`config.mk`:
```
export PLATFORM = sky130hd
export DESIGN_NAME = player_ctrl_flat
export DESIGN_NICKNAME = d
export VERILOG_FILES = /design/src/rtl/player_ctrl_if.sv /design/src/rtl/player_ctrl.sv /design/src/flat_wrapper.sv
export SDC_FILE = /design/constraint.sdc
export NUM_CORES = 1
export LEC_CHECK = 0
export CORE_MARGIN = 2
export CORE_UTILIZATION = 30
export CTS_CLUSTER_DIAMETER = 120
export CTS_CLUSTER_SIZE = 24
export DETAILED_ROUTE_END_ITERATION = 8
export GPL_ROUTABILITY_DRIVEN = 0
export MAX_ROUTING_LAYER = met4
export REMOVE_ABC_BUFFERS = 1
export SLEW_MARGIN = 30
export SYNTH_ARGS = -nofsm -noshare
export SYNTH_HDL_FRONTEND = slang
export SYNTH_SLANG_ARGS = --single-unit
```
`constraint.sdc`:
```
create_clock -name frame_clk -period 6.4 [get_ports frame_clk]
set_clock_uncertainty 0.1 [all_clocks]
set_input_delay 1.92 -clock frame_clk [delete_from_list [all_inputs] [get_ports frame_clk]]
set_output_delay 1.92 -clock frame_clk [all_outputs]
set_load 0.05 [all_outputs]
```
`src/rtl/player_ctrl_if.sv`:
```
// Shot request channel between the player controller and the bullet engine.
// The master raises a shot and holds it until the engine takes it.
interface player_ctrl_if #(
  parameter int W = 10
);
  logic         fire_valid;
  logic         fire_ready;
  logic [W-1:0] fire_x;

  modport master (
    output fire_valid,
    output fire_x,
    input  fire_ready
  );

  modport slave (
    input  fire_valid,
    input  fire_x,
    output fire_ready
  );
endinterface

```
`src/rtl/player_ctrl.sv`:
```
// Player ship controller: key decode, clamped motion, cooldown-limited fire
// and a lives state machine, all advanced once per video frame.
module player_ctrl #(
  parameter int          W         = 10,
  parameter int          NUM_KEYS  = 4,
  parameter int          X_MIN     = 0,
  parameter int          X_MAX     = 639,
  parameter int          X_CENTER  = 320,
  parameter int          STEP      = 1,
  parameter int          SIZE      = 4,
  parameter logic [7:0]  KEY_LEFT  = 8'h04,
  parameter logic [7:0]  KEY_RIGHT = 8'h07,
  parameter logic [7:0]  KEY_FIRE  = 8'h2C,
  parameter bit          AUTOFIRE  = 1'b0,
  parameter int          COOLDOWN  = 16,
  parameter int          LIVES     = 3,
  parameter int          DEATH_FR  = 60
) (
  input  logic                  frame_clk,
  input  logic                  Reset_n,
  input  logic [8*NUM_KEYS-1:0] keycodes,
  input  logic                  enable,
  input  logic                  hit,
  player_ctrl_if.master         fire,
  output logic [W-1:0]          player_x,
  output logic [W-1:0]          player_s,
  output logic                  visible,
  output logic [2:0]            lives,
  output logic                  game_over
);

  localparam int TR = $clog2(DEATH_FR + 1);
  localparam int TW = (TR < 3) ? 3 : TR;
  localparam int CW = $clog2(COOLDOWN + 1);

  localparam logic [W:0] X_LO = (W+1)'(X_MIN + SIZE);
  localparam logic [W:0] X_HI = (W+1)'(X_MAX - SIZE);
  localparam logic [W:0] STP  = (W+1)'(STEP);

  typedef enum logic [1:0] {
    ALIVE,
    DYING,
    RESPAWN,
    GAME_OVER
  } state_t;

  state_t        state_q, state_d;
  logic [W-1:0]  x_q, x_d;
  logic [W-1:0]  fx_q, fx_d;
  logic [2:0]    lives_q, lives_d;
  logic [TW-1:0] timer_q, timer_d;
  logic [CW-1:0] cd_q, cd_d;
  logic          fv_q, fv_d;
  logic          fprev_q, fprev_d;

  logic          key_l, key_r, key_f;
  logic          trig, xfer, can_move;
  logic [W:0]    x_w, x_left, x_right;

  always_comb begin
    key_l = 1'b0;
    key_r = 1'b0;
    key_f = 1'b0;
    for (int k = 0; k < NUM_KEYS; k++) begin
      key_l = key_l | (keycodes[8*k +: 8] == KEY_LEFT);
      key_r = key_r | (keycodes[8*k +: 8] == KEY_RIGHT);
      key_f = key_f | (keycodes[8*k +: 8] == KEY_FIRE);
    end
  end

  // One extra bit keeps the clamp exact near both ends of the range.
  always_comb begin
    x_w     = {1'b0, x_q};
    x_left  = (x_w < X_LO + STP) ? X_LO : x_w - STP;
    x_right = (x_w + STP > X_HI) ? X_HI : x_w + STP;
  end

  assign trig     = AUTOFIRE ? key_f : (key_f & ~fprev_q);
  assign xfer     = fv_q & fire.fire_ready;
  assign can_move = (state_q == ALIVE) || (state_q == RESPAWN);

  always_comb begin
    state_d = state_q;
    x_d     = x_q;
    fx_d    = fx_q;
    lives_d = lives_q;
    timer_d = timer_q;
    cd_d    = cd_q;
    fv_d    = fv_q;
    fprev_d = fprev_q;

    // The engine may take a pending shot even while paused.
    if (xfer) begin
      fv_d = 1'b0;
      cd_d = CW'(COOLDOWN);
    end

    if (enable) begin
      fprev_d = key_f;
      if (!xfer && cd_q != '0)
        cd_d = cd_q - CW'(1);

      if (can_move) begin
        unique case (1'b1)
          (key_l & ~key_r): x_d = x_left[W-1:0];
          (key_r & ~key_l): x_d = x_right[W-1:0];
          default: ;
        endcase
        if (!fv_q && cd_q == '0 && trig) begin
          fv_d = 1'b1;
          fx_d = x_q;
        end
      end

      unique case (state_q)
        ALIVE: begin
          if (hit) begin
            lives_d = lives_q - 3'd1;
            fv_d    = 1'b0;
            timer_d = TW'(DEATH_FR);
            state_d = (lives_q > 3'd1) ? DYING : GAME_OVER;
          end
        end
        DYING: begin
          if (timer_q == TW'(1)) begin
            x_d     = W'(X_CENTER);
            cd_d    = '0;
            timer_d = TW'(DEATH_FR);
            state_d = RESPAWN;
          end else begin
            timer_d = timer_q - TW'(1);
          end
        end
        RESPAWN: begin
          if (timer_q == TW'(1))
            state_d = ALIVE;
          else
            timer_d = timer_q - TW'(1);
        end
        default: ;
      endcase
    end
  end

  always_ff @(posedge frame_clk or negedge Reset_n) begin
    if (!Reset_n) begin
      state_q <= ALIVE;
      x_q     <= W'(X_CENTER);
      fx_q    <= W'(X_CENTER);
      lives_q <= 3'(LIVES);
      timer_q <= '0;
      cd_q    <= '0;
      fv_q    <= 1'b0;
      fprev_q <= 1'b0;
    end else begin
      state_q <= state_d;
      x_q     <= x_d;
      fx_q    <= fx_d;
      lives_q <= lives_d;
      timer_q <= timer_d;
      cd_q    <= cd_d;
      fv_q    <= fv_d;
      fprev_q <= fprev_d;
    end
  end

  always_comb begin
    unique case (state_q)
      ALIVE:           visible = 1'b1;
      DYING, RESPAWN:  visible = timer_q[2];
      default:         visible = 1'b0;
    endcase
  end

  assign fire.fire_valid = fv_q;
  assign fire.fire_x     = fx_q;
  assign player_x        = x_q;
  assign player_s        = W'(SIZE);
  assign lives           = lives_q;
  assign game_over       = (state_q == GAME_OVER);

endmodule

```
`src/flat_wrapper.sv`:
```
// flat-port wrapper written by rule: the top's interface ports become plain ports
module player_ctrl_flat 
#(
  parameter int          W         = 10,
  parameter int          NUM_KEYS  = 4,
  parameter int          X_MIN     = 0,
  parameter int          X_MAX     = 639,
  parameter int          X_CENTER  = 320,
  parameter int          STEP      = 1,
  parameter int          SIZE      = 4,
  parameter logic [7:0]  KEY_LEFT  = 8'h04,
  parameter logic [7:0]  KEY_RIGHT = 8'h07,
  parameter logic [7:0]  KEY_FIRE  = 8'h2C,
  parameter bit          AUTOFIRE  = 1'b0,
  parameter int          COOLDOWN  = 16,
  parameter int          LIVES     = 3,
  parameter int          DEATH_FR  = 60
)
  (frame_clk, Reset_n, keycodes, enable, hit, player_x, player_s, visible, lives, game_over, fire_fire_valid, fire_fire_x, fire_fire_ready);
  player_ctrl_if #(.W(W)) fire_i ();
  input  logic frame_clk;
  input  logic Reset_n;
  input  logic [8*NUM_KEYS-1:0] keycodes;
  input  logic enable;
  input  logic hit;
  output logic [W-1:0] player_x;
  output logic [W-1:0] player_s;
  output logic visible;
  output logic [2:0] lives;
  output logic game_over;
  output wire logic [$bits(fire_i.fire_valid)-1:0] fire_fire_valid;
  output wire logic [$bits(fire_i.fire_x)-1:0] fire_fire_x;
  input wire logic [$bits(fire_i.fire_ready)-1:0] fire_fire_ready;
  assign fire_fire_valid = fire_i.fire_valid;
  assign fire_fire_x = fire_i.fire_x;
  assign fire_i.fire_ready = fire_fire_ready;
  player_ctrl #(.W(W), .NUM_KEYS(NUM_KEYS), .X_MIN(X_MIN), .X_MAX(X_MAX), .X_CENTER(X_CENTER), .STEP(STEP), .SIZE(SIZE), .KEY_LEFT(KEY_LEFT), .KEY_RIGHT(KEY_RIGHT), .KEY_FIRE(KEY_FIRE), .AUTOFIRE(AUTOFIRE), .COOLDOWN(COOLDOWN), .LIVES(LIVES), .DEATH_FR(DEATH_FR)) u_core (.frame_clk(frame_clk), .Reset_n(Reset_n), .keycodes(keycodes), .enable(enable), .hit(hit), .fire(fire_i), .player_x(player_x), .player_s(player_s), .visible(visible), .lives(lives), .game_over(game_over));
endmodule
```
==> results.sh, run 1 <==
export IMPL_outcome="finished, final reports clean"
export IMPL_tightest_slew_ps=676
export IMPL_use_met2=0.240
export IMPL_top_usage_layer="met2"
export IMPL_coreArea_mm2=0.00915
export IMPL_clk_pin_slew_ps=80
export IMPL_yosysUniqueCellTypes=57
export IMPL_drc=0
export IMPL_async_flop_share=1.00
export IMPL_hold_path_class="flip-flop to flip-flop"
export IMPL_yosys_area_share_simple=0.252
export IMPL_synth_xor_area_share=0.0220
export IMPL_cts_hold_buf=0
export IMPL_cts_buffers=5
export IMPL_synth_top_family_by_area="simple AND/OR/NAND/NOR gates"
export IMPL_synth_edff_count=0
export IMPL_cpMostUsedCell="or3_2"
export IMPL_leakagePower_nw=1.40
export IMPL_grt_pass1_vias=2557
export IMPL_die_w_um=100
export IMPL_die_h_um=100
export IMPL_grt_use_met3=0.0388
export IMPL_yosys_area_top_type="dfrtp_1"
export IMPL_clock_sinks=38
export IMPL_synth_compound_area_frac=0.197
export IMPL_worstSetupEndpointType="flip-flop"
export IMPL_num_rows=35
export IMPL_worst_setup_path_type="input pin to flip-flop"
export IMPL_met1_usage=0.197
export IMPL_grt_max_degree=39
export IMPL_ant_nets=0
export IMPL_rsz0062_at_grt="no"
export IMPL_h_tree_depth=2
export IMPL_fmax_mhz=189
export IMPL_wl_um=7140
export IMPL_synthMuxAreaShare=0.0475
export IMPL_drt_first_pass_iters=4
export IMPL_hpwl_um=5290
export IMPL_grt_util_all_layers=0.152
export IMPL_cts_tree="done"
export IMPL_crit_path_start_kind="input pin"
export IMPL_power_density_mw_per_mm2=352
export IMPL_synthToLayoutAreaGrowth_pct=26.8
export IMPL_slew_headroom=0.548
export IMPL_clock_root_buffer="clkbuf_8"
export IMPL_port_buffers=62
export IMPL_worstPathArrival_ps=5380
export IMPL_cp_required_ps=6490
export IMPL_fin_crit_sh=0.827
export IMPL_ys_flop_type="dfrtp_1"
export IMPL_ys_seq_area_frac=0.343
export IMPL_drive_above_1_share=0.100
export IMPL_ir_drop_mv=0.313
export IMPL_antenna_found_initial=0
export IMPL_setup_viol=0
export IMPL_clk_latency_ps=300
export IMPL_diodes=0
export IMPL_viasPerCell=5.31
export IMPL_grt_pass1_wl_um=12000
export IMPL_max_stage_delay_ps=540
export IMPL_ys_warn_count=0
export IMPL_start_util=0.305
export IMPL_period_minus_slack_ps=5290
export IMPL_nets=429
export IMPL_synth_adder_area_share=0.0583
export IMPL_grt_ovfl_total=0
export IMPL_avgSynthCellArea_um2=8.54
export IMPL_place_ws_ps=816
export IMPL_vias=2605
export IMPL_hold_viol_final=0
export IMPL_path_cells="clkdlybuf4s50_1 > or4b_1 > or3_2 > or3_2 > nand4_2 > inv_1 > ha_1 > nor2_1 > and2_1 > o21ai_0 > o221a_2 > o31a_1"
export IMPL_setup_tns_ps=0
export IMPL_cts_resized=0
export IMPL_ys_ff_latch=38
export IMPL_ios=73
export IMPL_post_cts_setup_buffers=0
export IMPL_synth_area_top_cells="dfrtp_1, ha_1, dfstp_2, nand2_1, mux2_2"
export IMPL_wl_per_cell_um=14.5
export IMPL_cpMaxStageDelayCell="or4b_1"
export IMPL_syn_cell_area_mm2=0.00279
export IMPL_first_iter_violations=90
export IMPL_worst_slack_ps=1110
export IMPL_drv_cap=0
export IMPL_slew_viol_final=0
export IMPL_crit_path_max_fanout=11
export IMPL_synthCells=327
export IMPL_design_die_area_mm2=0.0101
export IMPL_cts_buffer_depth=2
export IMPL_synth_top_area_share=0.287
[cell type report]
class	instances	area, um2
inverters	19	71.3
repair buffers	63	626
clock buffers	7	86.3
multi-input cells	252	1650
clock inverters	1	5.00
fillers	944	5610
flip-flops and latches	38	958
well taps	111	139
[per-stage QoR]
stage          power [mW]  hold WS (ps)  instance area (um2)  utilization  instances
6_report             1.25           391                 3540        0.387        491
5_1_grt              1.35           416                 3540        0.387        491
4_1_cts              1.26           396                 3540        0.386        491
3_5_place_dp         1.07           377                 3450        0.376        483
3_3_place_gp         1.06           371                 3440        0.376        483
2_1_floorplan       0.874           383                 2680            -        309
[critical path: cells and delay by family]
| kind | cells | cell delay [ps] |
|---|---|---|
| buffers and inverters | 2 | 440 |
| AOI/OAI and AO/OA | 3 | 570 |
| and+or+nand+nor | 6 | 2180 |
| adders and majority gates | 1 | 270 |
[flip-flops by register name, indices dropped and copies added (netlist names)]
signal / flops
u_core.fire.fire_valid: 1
u_core.fprev_q: 1
u_core.timer_q: 6
u_core.state_q: 2
u_core.fire.fire_x: 10
u_core.lives: 3
u_core.cd_q: 5
u_core.player_x: 10
[cell usage in the layout, fill, tap and decap left out, drive strengths merged, types with 3 or more instances in the layout]
cell	synthesis	layout
a21oi	20	20
a31oi	6	6
or4	3	3
and3	4	4
o31ai	3	3
nand3b	3	3
nor3b	3	3
nor2	22	22
o21a	3	3
conb	2	10
o31a	3	3
nor2b	4	4
clkdlybuf4s50	0	61
nand2	28	28
and2	4	4
nor4	7	7
dfstp	6	6
nor3	12	12
o22a	4	4
nand3	10	10
dfrtp	32	32
or3	11	11
or4b	4	4
o221a	5	5
o21ai	17	17
nand2b	7	7
clkbuf	10	7
inv	19	19
ha	13	13
xnor2	6	6
o211ai	4	4
mux2	10	10
nand4	4	4
[Yosys cell counts (5+ instances only)]
library cell  number
dfrtp_1           32
nand2_1           28
nor2_1            22
a21oi_1           20
inv_1             19
o21ai_0           16
ha_1              13
buf_4             11
clkbuf_1          10
nand3_1           10
nor3_1            10
mux2_2             9
or3_1              9
nand2b_1           7
nor4_1             7
a31oi_1            6
dfstp_2            6
xnor2_1            6
o221a_2            5
[cell families (layout without fill, tap and decap cells)]
family	Yosys count	in the layout
AO/OA/AOI/OAI	81	81
XOR/XNOR	7	7
adder cells (fa/ha/maj)	13	13
buffers and inverters	45	90
flip-flops	38	38
multiplexers	12	12
other	2	10
AND/OR/NAND/NOR	129	129
[power breakdown]
group          internal, mW  switching (mW)  total, mW
Clock                0.0870          0.0878      0.175
Combinational         0.264           0.388      0.652
Sequential            0.312           0.108      0.420
Total                 0.663           0.584       1.25
[per-layer routing]
| layer | vias to the layer above | share of wire |
|---|---|---|
| met4 | 0 | 0.011 |
| met1 | 1250 | 0.46 |
| met3 | 8 | 0.054 |
| met2 | 70 | 0.47 |
| li1 | 1277 | - |
| met5 | - | 0 |
[path summary, 6_finish.rpt]
path,from,end,slack [ps],cells past startpoint
max,keycodes[4],u_core.player_x[1]$_DFFE_PN0P_,1110,12
min in group asynchronous,Reset_n,u_core.fire.fire_x[2]$_DFFE_PN0P_,1480,1
max reg2reg,u_core.player_x[0]$_DFFE_PN0P_,u_core.player_x[7]$_DFFE_PN0P_,3680,8
min reg2reg,u_core.fire.fire_x[2]$_DFFE_PN0P_,u_core.fire.fire_x[2]$_DFFE_PN0P_,390,1
max in group asynchronous,Reset_n,u_core.fire.fire_x[6]$_DFFE_PN1P_,4350,1
min,u_core.fire.fire_x[2]$_DFFE_PN0P_,u_core.fire.fire_x[2]$_DFFE_PN0P_,390,1
Power figures use the tool's default switching activity.
==> run 2: changes to the inputs <==
- clock period: 6.4 -> 4.8 ns (I/O delays scaled with it)
==> run 2 against run 1 <==
Effect of this change:
- non-clock buffer count rose by 7
- worst setup slack got worse by 820 ps
- critical path depth did not move
- critical endpoint is now u_core.player_x[3]$_DFFE_PN0P_
- register-to-register slack got worse by 1700 ps
==> results.sh, run 2 (synthesis results as in run 1) <==
export IMPL_outcome="finished, final reports clean"
export IMPL_viasPerCell=5.29
export IMPL_wl_um=7120
export IMPL_ff_latch_area_um2=958
export IMPL_tightest_slew_ps=650
export IMPL_vias=2633
export IMPL_port_buffers=62
export IMPL_grt_ovfl_total=0
export IMPL_clock_root_buffer="clkbuf_8"
export IMPL_worstSetupEndpointType="flip-flop"
export IMPL_crit_path_start_kind="input pin"
export IMPL_hpwl_um=5400
export IMPL_ir_drop_mv=0.406
export IMPL_crit_path_max_fanout=2
export IMPL_power_net_switching_mw=0.776
export IMPL_finish_utilization=0.397
export IMPL_ant_nets=0
export IMPL_cts_tree="done"
export IMPL_worstPathArrival_ps=4600
export IMPL_period_minus_slack_ps=4520
export IMPL_switching_share=0.439
export IMPL_final_area_mm2=0.00364
export IMPL_cts_hold_buf=0
export IMPL_hold_path_class="flip-flop to flip-flop"
export IMPL_diodes=0
export IMPL_multi_input_area_mm2=0.00165
export IMPL_start_util=0.305
export IMPL_clockPowerShare=0.196
export IMPL_layout_common_cells="clkdlybuf4s50_1, dfrtp_1, nand2_1"
export IMPL_drive_above_1_share=0.119
export IMPL_hold_viol_final=0
export IMPL_drt_first_pass_iters=5
export IMPL_die_w_um=100
export IMPL_power_density_mw_per_mm2=486
export IMPL_clk_latency_ps=300
export IMPL_cts_buffer_depth=2
export IMPL_grt_pass1_vias=2585
export IMPL_ios=73
export IMPL_clock_sinks=38
export IMPL_wl_per_cell_um=14.3
export IMPL_p_seq_frac=0.314
export IMPL_grt_util_all_layers=0.155
export IMPL_drv_cap=0
export IMPL_fmax_mhz=221
export IMPL_synthToLayoutAreaGrowth_pct=30.3
export IMPL_r2r_start="u_core.player_x[0]$_DFFE_PN0P_"
export IMPL_cp_required_ps=4890
export IMPL_fin_crit_sh=0.941
export IMPL_nets=436
export IMPL_leakagePower_nw=1.45
export IMPL_n_fill_cell=889
export IMPL_design_die_area_mm2=0.0101
export IMPL_final_common_cell="clkdlybuf4s50_1"
export IMPL_setup_tns_ps=0
export IMPL_rsz0062_at_grt="no"
export IMPL_drc=0
export IMPL_cts_buffers=5
export IMPL_slew_viol_final=0
export IMPL_post_cts_setup_buffers=0
export IMPL_clk_pin_slew_ps=80
export IMPL_h_tree_depth=2
export IMPL_critPathLaunch="keycodes[4]"
export IMPL_grt_max_degree=39
export IMPL_grt_pass1_wl_um=12300
export IMPL_antenna_found_initial=0
export IMPL_combinationalPowerShare=0.491
export IMPL_hp_start="u_core.fire.fire_x[2]$_DFFE_PN0P_"
export IMPL_place_area_mm2=0.00349
export IMPL_cts_resized=0
export IMPL_setup_viol=0
export IMPL_coreArea_mm2=0.00915
export IMPL_first_iter_violations=105
export IMPL_num_rows=35
export IMPL_worst_setup_path_type="input pin to flip-flop"
export IMPL_total_power_mw=1.77
export IMPL_slew_headroom=0.563
export IMPL_die_h_um=100
export IMPL_intPower_mw=0.991
## run 2: power by group through the flow
stage                     sequential (mW)  combinational (mW)  clock [mW]
after floorplan                     0.645               0.520           0
after global placement              0.557               0.855           0
after detailed placement            0.560               0.865           0
after CTS                           0.555               0.870       0.355
after global routing                0.576               0.969       0.364
final                               0.554               0.868       0.346
## run 2: final cells by class
class                      instances  share of cell area
multi-input combinational        252               0.453
sequential                        38               0.264
timing repair buffer              70               0.186
tap                              111              0.0382
clock buffer                       6              0.0227
inverter                          19              0.0196
clock inverter                     2              0.0165
## run 2: routing by layer
metal / vias to the layer above / share of wire / track usage
met5: - / 0 / -
met4: 0 / 0.0086 / 0.0411
met3: 6 / 0.060 / 0.0298
met2: 93 / 0.47 / 0.249
met1: 1244 / 0.46 / 0.202
li1: 1290 / - / -
## run 2: path summary, 6_finish.rpt
check                                                         end  slack (ps)  depth (start not counted)
worst max register to register     u_core.player_x[7]$_DFFE_PN0P_        2020                          8
min in group asynchronous       u_core.fire.fire_x[1]$_DFFE_PN0P_        1000                          1
worst min-delay path            u_core.fire.fire_x[2]$_DFFE_PN0P_         400                          1
max in group asynchronous       u_core.fire.fire_x[8]$_DFFE_PN1P_        3220                          1
worst min register to register  u_core.fire.fire_x[2]$_DFFE_PN0P_         400                          1
worst max-delay path               u_core.player_x[3]$_DFFE_PN0P_         280                         12
## run 2: metrics by stage
step                      cells  worst slack, ps  hold WS (ps)
final                       498              282           395
after global routing        498             78.0           416
after CTS                   498              286           407
after detailed placement    490            -31.1           391
after global placement      490             39.1           369
after floorplan             309              358           383
## run 2: worst max-delay path: stages
cell	delay, ps
clkdlybuf4s50_1	390
or4b_1	540
or3_2	440
or3_2	430
nand4_2	110
inv_1	40
ha_1	280
or2_2	310
o21ai_0	90
o211ai_1	140
o221a_2	280
o31a_1	90
==> run 3: changes to the inputs <==
- CTS_CLUSTER_DIAMETER: 120 -> 40
==> results of run 3 <==
No change in the layout: final DEF, timing and power equal those of run 2.
